`src/rtl/alu_scheduler.sv`:
```
// Round-robin scheduler sharing one serial-operand ALU between two requesters.
// Streams both operands, collects one or two result bytes, aborts on a watchdog timeout.
module alu_scheduler #(
  parameter int unsigned TIMEOUT = 64,
  parameter int unsigned W       = 8
) (
  input  logic           clk,
  input  logic           rst_n,
  input  logic [1:0]     req_i,
  input  logic [1:0]     op0_i,
  input  logic [W-1:0]   a0_i,
  input  logic [W-1:0]   b0_i,
  input  logic [1:0]     op1_i,
  input  logic [W-1:0]   a1_i,
  input  logic [W-1:0]   b1_i,
  output logic [1:0]     gnt_o,
  output logic [1:0]     done_o,
  output logic [1:0]     err_o,
  output logic [2*W-1:0] result_o,
  output logic           busy_o,
  output logic [1:0]     alu_op_o,
  output logic           alu_valid_o,
  output logic [W-1:0]   alu_in_o,
  input  logic           alu_ready_i,
  input  logic [W-1:0]   alu_o_i
);

  localparam int unsigned WDW = $clog2(TIMEOUT);

  typedef enum logic [2:0] {
    S_IDLE,
    S_LOAD_A,
    S_LOAD_B,
    S_WAIT,
    S_FIN
  } state_e;

  state_e           state_q, state_d;
  logic             owner_q, owner_d;
  logic             last_q, last_d;
  logic [W-1:0]     b_q, b_d;
  logic [W-1:0]     lo_q, lo_d;
  logic             nb_q, nb_d;
  logic [WDW-1:0]   wd_q, wd_d;
  logic [1:0]       gnt_q, gnt_d;
  logic [1:0]       done_q, done_d;
  logic [1:0]       err_q, err_d;
  logic             busy_q, busy_d;
  logic [1:0]       alu_op_q, alu_op_d;
  logic             alu_valid_q, alu_valid_d;
  logic [W-1:0]     alu_in_q, alu_in_d;
  logic [2*W-1:0]   result_q, result_d;

  logic             win;
  logic [1:0]       owner_oh;

  always_ff @(posedge clk or negedge rst_n) begin
    if (!rst_n) begin
      state_q     <= S_IDLE;
      owner_q     <= 1'b0;
      last_q      <= 1'b1;
      b_q         <= '0;
      lo_q        <= '0;
      nb_q        <= 1'b0;
      wd_q        <= '0;
      gnt_q       <= '0;
      done_q      <= '0;
      err_q       <= '0;
      busy_q      <= 1'b0;
      alu_op_q    <= '0;
      alu_valid_q <= 1'b0;
      alu_in_q    <= '0;
      result_q    <= '0;
    end else begin
      state_q     <= state_d;
      owner_q     <= owner_d;
      last_q      <= last_d;
      b_q         <= b_d;
      lo_q        <= lo_d;
      nb_q        <= nb_d;
      wd_q        <= wd_d;
      gnt_q       <= gnt_d;
      done_q      <= done_d;
      err_q       <= err_d;
      busy_q      <= busy_d;
      alu_op_q    <= alu_op_d;
      alu_valid_q <= alu_valid_d;
      alu_in_q    <= alu_in_d;
      result_q    <= result_d;
    end
  end

  // On a tie the port not served last wins; a lone requester always wins.
  assign win      = (&req_i) ? ~last_q : req_i[1];
  assign owner_oh = owner_q ? 2'b10 : 2'b01;

  always_comb begin
    state_d     = state_q;
    owner_d     = owner_q;
    last_d      = last_q;
    b_d         = b_q;
    lo_d        = lo_q;
    nb_d        = nb_q;
    wd_d        = wd_q;
    gnt_d       = '0;
    done_d      = '0;
    err_d       = '0;
    busy_d      = busy_q;
    alu_op_d    = alu_op_q;
    alu_valid_d = 1'b0;
    alu_in_d    = alu_in_q;
    result_d    = result_q;

    case (state_q)
      S_IDLE: begin
        if (|req_i) begin
          owner_d     = win;
          gnt_d       = win ? 2'b10 : 2'b01;
          busy_d      = 1'b1;
          alu_op_d    = win ? op1_i : op0_i;
          alu_in_d    = win ? a1_i : a0_i;
          b_d         = win ? b1_i : b0_i;
          alu_valid_d = 1'b1;
          state_d     = S_LOAD_A;
        end
      end
      S_LOAD_A: begin
        alu_valid_d = 1'b1;
        alu_in_d    = b_q;
        state_d     = S_LOAD_B;
      end
      S_LOAD_B: begin
        wd_d    = '0;
        nb_d    = 1'b0;
        state_d = S_WAIT;
      end
      S_WAIT: begin
        // op bit 0 set means mul/div, which return a second (high) byte.
        if (alu_ready_i) begin
          wd_d = '0;
          if (!alu_op_q[0] || nb_q) begin
            result_d = alu_op_q[0] ? {alu_o_i, lo_q} : {{W{1'b0}}, alu_o_i};
            done_d   = owner_oh;
            busy_d   = 1'b0;
            state_d  = S_FIN;
          end else begin
            lo_d = alu_o_i;
            nb_d = 1'b1;
          end
        end else if (wd_q == WDW'(TIMEOUT - 1)) begin
          err_d   = owner_oh;
          busy_d  = 1'b0;
          last_d  = owner_q;
          state_d = S_IDLE;
        end else begin
          wd_d = wd_q + WDW'(1);
        end
      end
      S_FIN: begin
        last_d  = owner_q;
        state_d = S_IDLE;
      end
      default: state_d = S_IDLE;
    endcase
  end

  assign gnt_o       = gnt_q;
  assign done_o      = done_q;
  assign err_o       = err_q;
  assign busy_o      = busy_q;
  assign alu_op_o    = alu_op_q;
  assign alu_valid_o = alu_valid_q;
  assign alu_in_o    = alu_in_q;
  assign result_o    = result_q;

endmodule
```
`config.mk`:
```
export PLATFORM = sky130hd
export DESIGN_NAME = alu_scheduler
export DESIGN_NICKNAME = d
export VERILOG_FILES = /design/src/rtl/alu_scheduler.sv
export SDC_FILE = /design/constraint.sdc
export NUM_CORES = 1
export LEC_CHECK = 0
export ABC_CLOCK_PERIOD_IN_PS = 2500
export BUFFER_PORTS_ARGS = -buffer_cell sky130_fd_sc_hd__buf_2
export CAP_MARGIN = 20
export CORE_AREA = 2 2 95 97
export CTS_BUF_LIST = sky130_fd_sc_hd__clkbuf_4 sky130_fd_sc_hd__clkbuf_8
export DETAILED_ROUTE_END_ITERATION = 10
export DIE_AREA = 0 0 97 99
export PLACE_DENSITY_LB_ADDON = 0.15
export RECOVER_POWER = 100
export SETUP_SLACK_MARGIN = 0.2
export SLEW_MARGIN = 20
export SYNTH_ARGS = -nofsm -noshare
export SYNTH_HDL_FRONTEND = slang
export SYNTH_SLANG_ARGS = --single-unit
```
`constraint.sdc`:
```
create_clock -name clk -period 2.5 [get_ports clk]
set_clock_uncertainty 0.1 [all_clocks]
set_input_delay 0.375 -clock clk [delete_from_list [all_inputs] [get_ports clk]]
set_output_delay 0.375 -clock clk [all_outputs]
set_load 0.01 [all_outputs]
```
==> results of run 1 <==
## metal layers
layer / track usage [%] / share of wire, % / vias up
met5: 0 / 0 / -
met4: 5.53 / 0.98 / 0
met3: 3.90 / 5.8 / 6
met2: 22.9 / 45 / 72
met1: 20.6 / 49 / 1071
li1: - / - / 1101
## cells by family after synthesis
logic type,synth area share (%)
DFF,54.3
AOI/OAI and AO/OA,15.4
and+or+nand+nor,11.9
muxes,13.3
buffers and inverters,4.68
adders and majority gates,0.437
## power by group through the flow
stage	combinational [W]	clock (W)	sequential, W
6_report	0.00144	0.000922	0.00167
5_1_grt	0.00161	0.00100	0.00173
4_1_cts	0.00156	0.000955	0.00167
3_5_place_dp	0.00156	0	0.00168
3_3_place_gp	0.00154	0	0.00167
2_1_floorplan	0.000992	0	0.00169
## through the flow
| stage | hold slack (ns) | worst slack, ns | util (%) | total power (W) |
|---|---|---|---|---|
| floorplan | -0.0206 | 0.835 | - | 0.00268 |
| CTS | 0.159 | 0.400 | 42.7 | 0.00418 |
| detailed placement | 0.355 | 0.429 | 40.1 | 0.00324 |
| global placement | 0.354 | 0.445 | 40.1 | 0.00321 |
| global route | 0.162 | 0.170 | 41.8 | 0.00434 |
| finish | 0.180 | 0.351 | 41.8 | 0.00403 |
## cells in the final DEF (no fill, tap or decap), types with 2 or more instances in the layout
master,n
a21o_1,2
a21oi_1,5
a221o_1,9
a31oi_1,3
a41oi_1,2
buf_2,49
buf_4,4
clkbuf_1,43
clkbuf_8,11
clkinv_4,2
dfrtp_1,61
inv_1,13
mux2_2,25
mux2i_1,10
nand2_1,21
nand4_1,2
nor2_1,7
nor2b_1,3
nor3_1,2
nor3b_1,3
nor4b_1,9
o21ai_0,13
o221ai_1,8
o31ai_1,8
o41ai_1,2
## path summary, 6_finish.rpt
| kind | start | to | slack, ns | cells past startpoint |
|---|---|---|---|---|
| max | state_q[1] | result_o[7] | 0.35 | 5 |
| min | op1_i[0] | alu_op_o[0] | 0.18 | 2 |
| max reg2reg | state_q[1] | result_o[7] | 0.35 | 5 |
| min reg2reg | b_q[6] | alu_in_o[6] | 0.38 | 2 |
| max in group asynchronous | rst_n | wd_q[5] | 0.83 | 3 |
| min in group asynchronous | rst_n | alu_valid_o | 0.50 | 2 |
## final cells by class
cell class / instances / area [µm²] / area share [%]
flip-flops and latches: 62 / 1550 / 43.4
repair buffers: 97 / 447 / 12.5
well taps: 108 / 135 / 3.78
clock buffers: 12 / 159 / 4.44
inverters: 13 / 48.8 / 1.36
clock inverters: 4 / 55.1 / 1.54
multi-input cells: 154 / 1180 / 33.0
## registers in the layout, summed over array words and instances, names as in the netlist, 2 cells and up
register,count
done_o,2
err_o,2
gnt_o,2
alu_in_o,8
alu_op_o,2
lo_q,8
b_q,8
result_o,16
wd_q,6
state_q,3
## critical path, delay by kind of cell, from the launching register on
| kind | cells | cell delay [ns] |
|---|---|---|
| flops | 1 | 0.54 |
| simple gates | 2 | 0.37 |
| mux | 1 | 0.37 |
| buf+inv | 2 | 0.64 |
==> results.sh, run 1 <==
export IMPL_yosysSeqAreaShare_pct=54.3
export IMPL_switching_share_pct=35.7
export IMPL_numPortBuffers=82
export IMPL_clk_path_buf_depth=2
export IMPL_dieWidth_um=97
export IMPL_grt_antenna_before_repair=0
export IMPL_seq_power_share_pct=41.4
export IMPL_holdBufCountCts=1
export IMPL_crit_chain="nand4b_1, clkbuf_1, nor2_2, clkbuf_1, mux2_2"
export IMPL_grt_pass1_wl_mm=11.6
export IMPL_fin_crit_sh_pct=86.0
export IMPL_synth_cells=247
export IMPL_ys_types=46
export IMPL_ys_warn_count=0
export IMPL_fp_coreArea_mm2=0.00855
export IMPL_ios=83
export IMPL_drive_gt1_share_pct=28.9
export IMPL_period_minus_slack_ns=2.15
export IMPL_die_y_um=99
export IMPL_syn_nets=297
export IMPL_viasPerCell=5.00
export IMPL_synth_most_common_cell="dfrtp_1"
export IMPL_cts_resized=0
export IMPL_synth_async_sr_flop_share_pct=100
export IMPL_clkSlewWorstSetupHoldPaths_ns=0.08
export IMPL_crit_type="reg -> reg"
export IMPL_outcome="complete, no violations"
export IMPL_dpl_cell_area_mm2=0.00343
export IMPL_place_gp_congestion=0.739
export IMPL_initial_utilization_pct=33.5
export IMPL_cpPeakStageDelay_ns=0.54
export IMPL_track_usage_pct=15.0
export IMPL_htree_levels=3
export IMPL_hold_viol=0
export IMPL_netlist_area_mm2=0.00286
export IMPL_cts_root_buf="clkbuf_8"
export IMPL_p_per_area_mw_per_mm2=1130
export IMPL_start_kind="register"
export IMPL_tightest_slew_ns=0.757
export IMPL_die_area_mm2=0.00960
export IMPL_synth_edf_count=0
export IMPL_diodes=0
export IMPL_drv_slew=0
export IMPL_drt_iter0_markers=113
export IMPL_ys_flop_type="dfrtp_1"
export IMPL_setup_viol=0
export IMPL_cp_required_ns=2.61
export IMPL_rows=34
export IMPL_dr_total_vias=2250
export IMPL_grt_pass1_vias=2263
export IMPL_critical_path_arrival_ns=2.26
export IMPL_worstSkewPairLatency_ns=0.33
export IMPL_hold_path_class="in -> reg"
export IMPL_drt_pass1_iterations=5
export IMPL_p_switching_w=0.00144
export IMPL_ant_nets=0
export IMPL_rsz0062_at_grt="no"
export IMPL_cts_tree="yes"
export IMPL_crit_path_end_kind="register"
export IMPL_cts_setup_buffers=0
export IMPL_dp_cells=433
export IMPL_vdd_ir_drop_worst_mv=0.421
export IMPL_overflow=0
export IMPL_synth_top_area_share_pct=53.3
export IMPL_area_growth_pct=25.0
export IMPL_maxCapViolCount=0
export IMPL_combPwrFrac_pct=35.7
export IMPL_path_common_cell="clkbuf_1"
export IMPL_slowest_stage="dfrtp_1"
export IMPL_ys_ff_latch=62
export IMPL_instances_no_fill=450
export IMPL_yosysTopAreaCell="dfrtp_1"
export IMPL_final_cell_area_mm2=0.00358
export IMPL_drcViolationCount=0
export IMPL_fmax_mhz=465
export IMPL_netlist_top_cells_count="dfrtp_1 (61), mux2_2 (25), nand2_1 (21), inv_1 (13), o21ai_0 (13)"
export IMPL_crit_fanout=19
export IMPL_p_leak_nw=1.58
export IMPL_wl_per_cell_um=15.5
export IMPL_tns_ns=0
export IMPL_nFillCells=866
export IMPL_nets=387
export IMPL_synthTopCellsByArea="dfrtp_1 (53%), mux2_2 (9.8%), mux2i_1 (3.5%)"
export IMPL_cts_sinks=62
export IMPL_grt_max_degree=29
export IMPL_syn_avg_cell_area_um2=11.6
export IMPL_p_int_w=0.00259
export IMPL_hpwlAfterDp_mm=4.95
export IMPL_clock_power_share_pct=22.9
export IMPL_cts_buffers=9
export IMPL_wl_mm=6.97
export IMPL_max_slew_margin_pct=49.5
(Power assumes the default switching activity.)
==> inputs of run 2 (changes only) <==
==> constraint.sdc (replaced) <==
create_clock -name clk -period 2.5 [get_ports clk]
set_clock_uncertainty 0.1 [all_clocks]
set_input_delay 0.25 -clock clk [delete_from_list [all_inputs] [get_ports clk]]
set_output_delay 0.25 -clock clk [all_outputs]
set_load 0.01 [all_outputs]
==> run 2 against run 1 <==
Against the previous run: the flow now finishes with violations (max-capacitance violations, max-slew violations); global-route usage grew 0.20 points; routed wire length shrank 1.7%; combinational power is essentially flat; sequential share of layout area shrank 0.44 points; utilization grew 0.42 points; first-iteration DRC count shrank 12%; register-to-register slack gained 0.02 ns; maximum frequency grew 0.84%; non-clock buffer count shrank 4; critical endpoint is now alu_in_o[4]; highest routed layer unchanged.
==> results.sh, run 2 (same netlist as run 1, synthesis figures left out) <==
export IMPL_die_y_um=99
export IMPL_place_gp_congestion=0.778
export IMPL_max_slew_margin_pct=-7.22
export IMPL_finalPower_w=0.00421
export IMPL_dr_total_vias=2238
export IMPL_clock_power_share_pct=26.5
export IMPL_switching_share_pct=33.5
export IMPL_grt_max_degree=30
export IMPL_drv_slew=30
export IMPL_cts_resized=0
export IMPL_setup_viol=0
export IMPL_slowest_stage="a211oi_1"
export IMPL_drive_gt1_share_pct=29.9
export IMPL_nets=383
export IMPL_drcViolationCount=0
export IMPL_cts_buffers=9
export IMPL_cts_sinks=62
export IMPL_ios=83
export IMPL_die_area_mm2=0.00960
export IMPL_combPwrFrac_pct=33.6
export IMPL_clk_path_buf_depth=2
export IMPL_p_leak_nw=1.61
export IMPL_p_switching_w=0.00141
export IMPL_final_cell_mix="dfrtp_1 (61), buf_2 (48), clkbuf_1 (36)"
export IMPL_start_kind="register"
export IMPL_area_growth_pct=26.2
export IMPL_hold_viol=0
export IMPL_crit_path_end_kind="register"
export IMPL_dieWidth_um=97
export IMPL_worstSkewPairLatency_ns=0.33
export IMPL_drt_iter0_markers=99
export IMPL_rsz0062_at_grt="no"
export IMPL_numPortBuffers=82
export IMPL_wl_per_cell_um=15.4
export IMPL_critical_path_buf_inv_count=1
export IMPL_fmax_mhz=469
export IMPL_maxCapViolCount=1
export IMPL_track_usage_pct=15.2
export IMPL_viasPerCell=5.02
export IMPL_cts_tree="yes"
export IMPL_seq_power_share_pct=39.9
export IMPL_nFillCells=875
export IMPL_critical_path_arrival_ns=2.19
export IMPL_crit_family="compound AO/OA/AOI/OAI gates"
export IMPL_tns_ns=0
export IMPL_dpl_cell_area_mm2=0.00340
export IMPL_crit_fanout=12
export IMPL_final_cell_area_mm2=0.00361
export IMPL_grt_antenna_before_repair=0
export IMPL_period_minus_slack_ns=2.13
export IMPL_cpPeakStageDelay_ns=1.02
export IMPL_drt_pass1_iterations=4
export IMPL_finish_utilization_pct=42.2
export IMPL_cts_root_buf="clkbuf_8"
export IMPL_grt_pass1_vias=2261
export IMPL_p_int_w=0.00280
export IMPL_wl_mm=6.85
export IMPL_largest_reg_flops=16
export IMPL_cp_required_ns=2.56
export IMPL_p_per_area_mw_per_mm2=1170
export IMPL_htree_levels=3
export IMPL_crit_type="reg -> reg"
export IMPL_tightest_slew_ns=1.61
export IMPL_failed_checks="max-capacitance violations, max-slew violations"
export IMPL_ant_nets=0
export IMPL_fin_crit_sh_pct=85.2
export IMPL_diodes=0
export IMPL_outcome="finished with violations"
export IMPL_final_common_cell="dfrtp_1"
export IMPL_initial_utilization_pct=33.5
export IMPL_overflow=0
export IMPL_crit_chain="inv_1, a211oi_1, o221ai_1"
export IMPL_clkSlewWorstSetupHoldPaths_ns=0.07
export IMPL_rows=34
export IMPL_vdd_ir_drop_worst_mv=0.502
export IMPL_grt_pass1_wl_mm=11.8
export IMPL_hpwlAfterDp_mm=4.89
export IMPL_hold_path_class="in -> reg"
export IMPL_fp_coreArea_mm2=0.00855
-- run 2: path summary, 6_finish.rpt --
path	end	slack [ns]	cells after the start	start
worst max-delay path	alu_in_o[4]	0.37	3	state_q[0]
worst min-delay path	alu_op_o[0]	0.05	2	op1_i[0]
worst max register to register	alu_in_o[4]	0.37	3	state_q[0]
worst min register to register	alu_in_o[1]	0.39	2	b_q[1]
max in group asynchronous	state_q[1]	0.48	3	rst_n
min in group asynchronous	alu_valid_o	0.76	2	rst_n
-- run 2: timing repair --
action	in CTS	in global routing
hold buffers	1	0
endpoints found under the hold margin	27	0
buffers inserted	0	0
-- run 2: routing by layer --
layer	up-vias	share of wire, %	track usage [%]
met4	0	1.2	5.53
met3	8	7.2	4.26
met2	82	44	23.6
met1	1059	47	20.5
li1	1089	-	-
met5	-	0	0
-- run 2: final cells by class --
class / instances / area (µm²) / share of cell area (%)
Inverter: 13 / 48.8 / 1.35
Clock buffer: 13 / 166 / 4.61
Tap cell: 108 / 135 / 3.74
Multi-Input combinational cell: 154 / 1170 / 32.5
Timing Repair Buffer: 93 / 445 / 12.3
Sequential cell: 62 / 1550 / 43.0
Clock inverter: 3 / 90.1 / 2.49
-- run 2: power by group through the flow --
stage	clock network (W)	registers [W]	logic, W
after floorplan	0	0.00169	0.000992
after global placement	0	0.00169	0.00149
after detailed placement	0	0.00169	0.00151
after CTS	0.00114	0.00168	0.00152
after global routing	0.00119	0.00175	0.00160
final	0.00112	0.00168	0.00142
-- run 2: per-stage QoR --
stage	hold slack [ns]	cells	worst slack, ns
3_3_place_gp	0.223	429	0.461
5_1_grt	0.0441	446	0.161
4_1_cts	0.0279	446	0.430
3_5_place_dp	0.219	429	0.428
6_report	0.0473	446	0.369
2_1_floorplan	-0.146	247	0.835
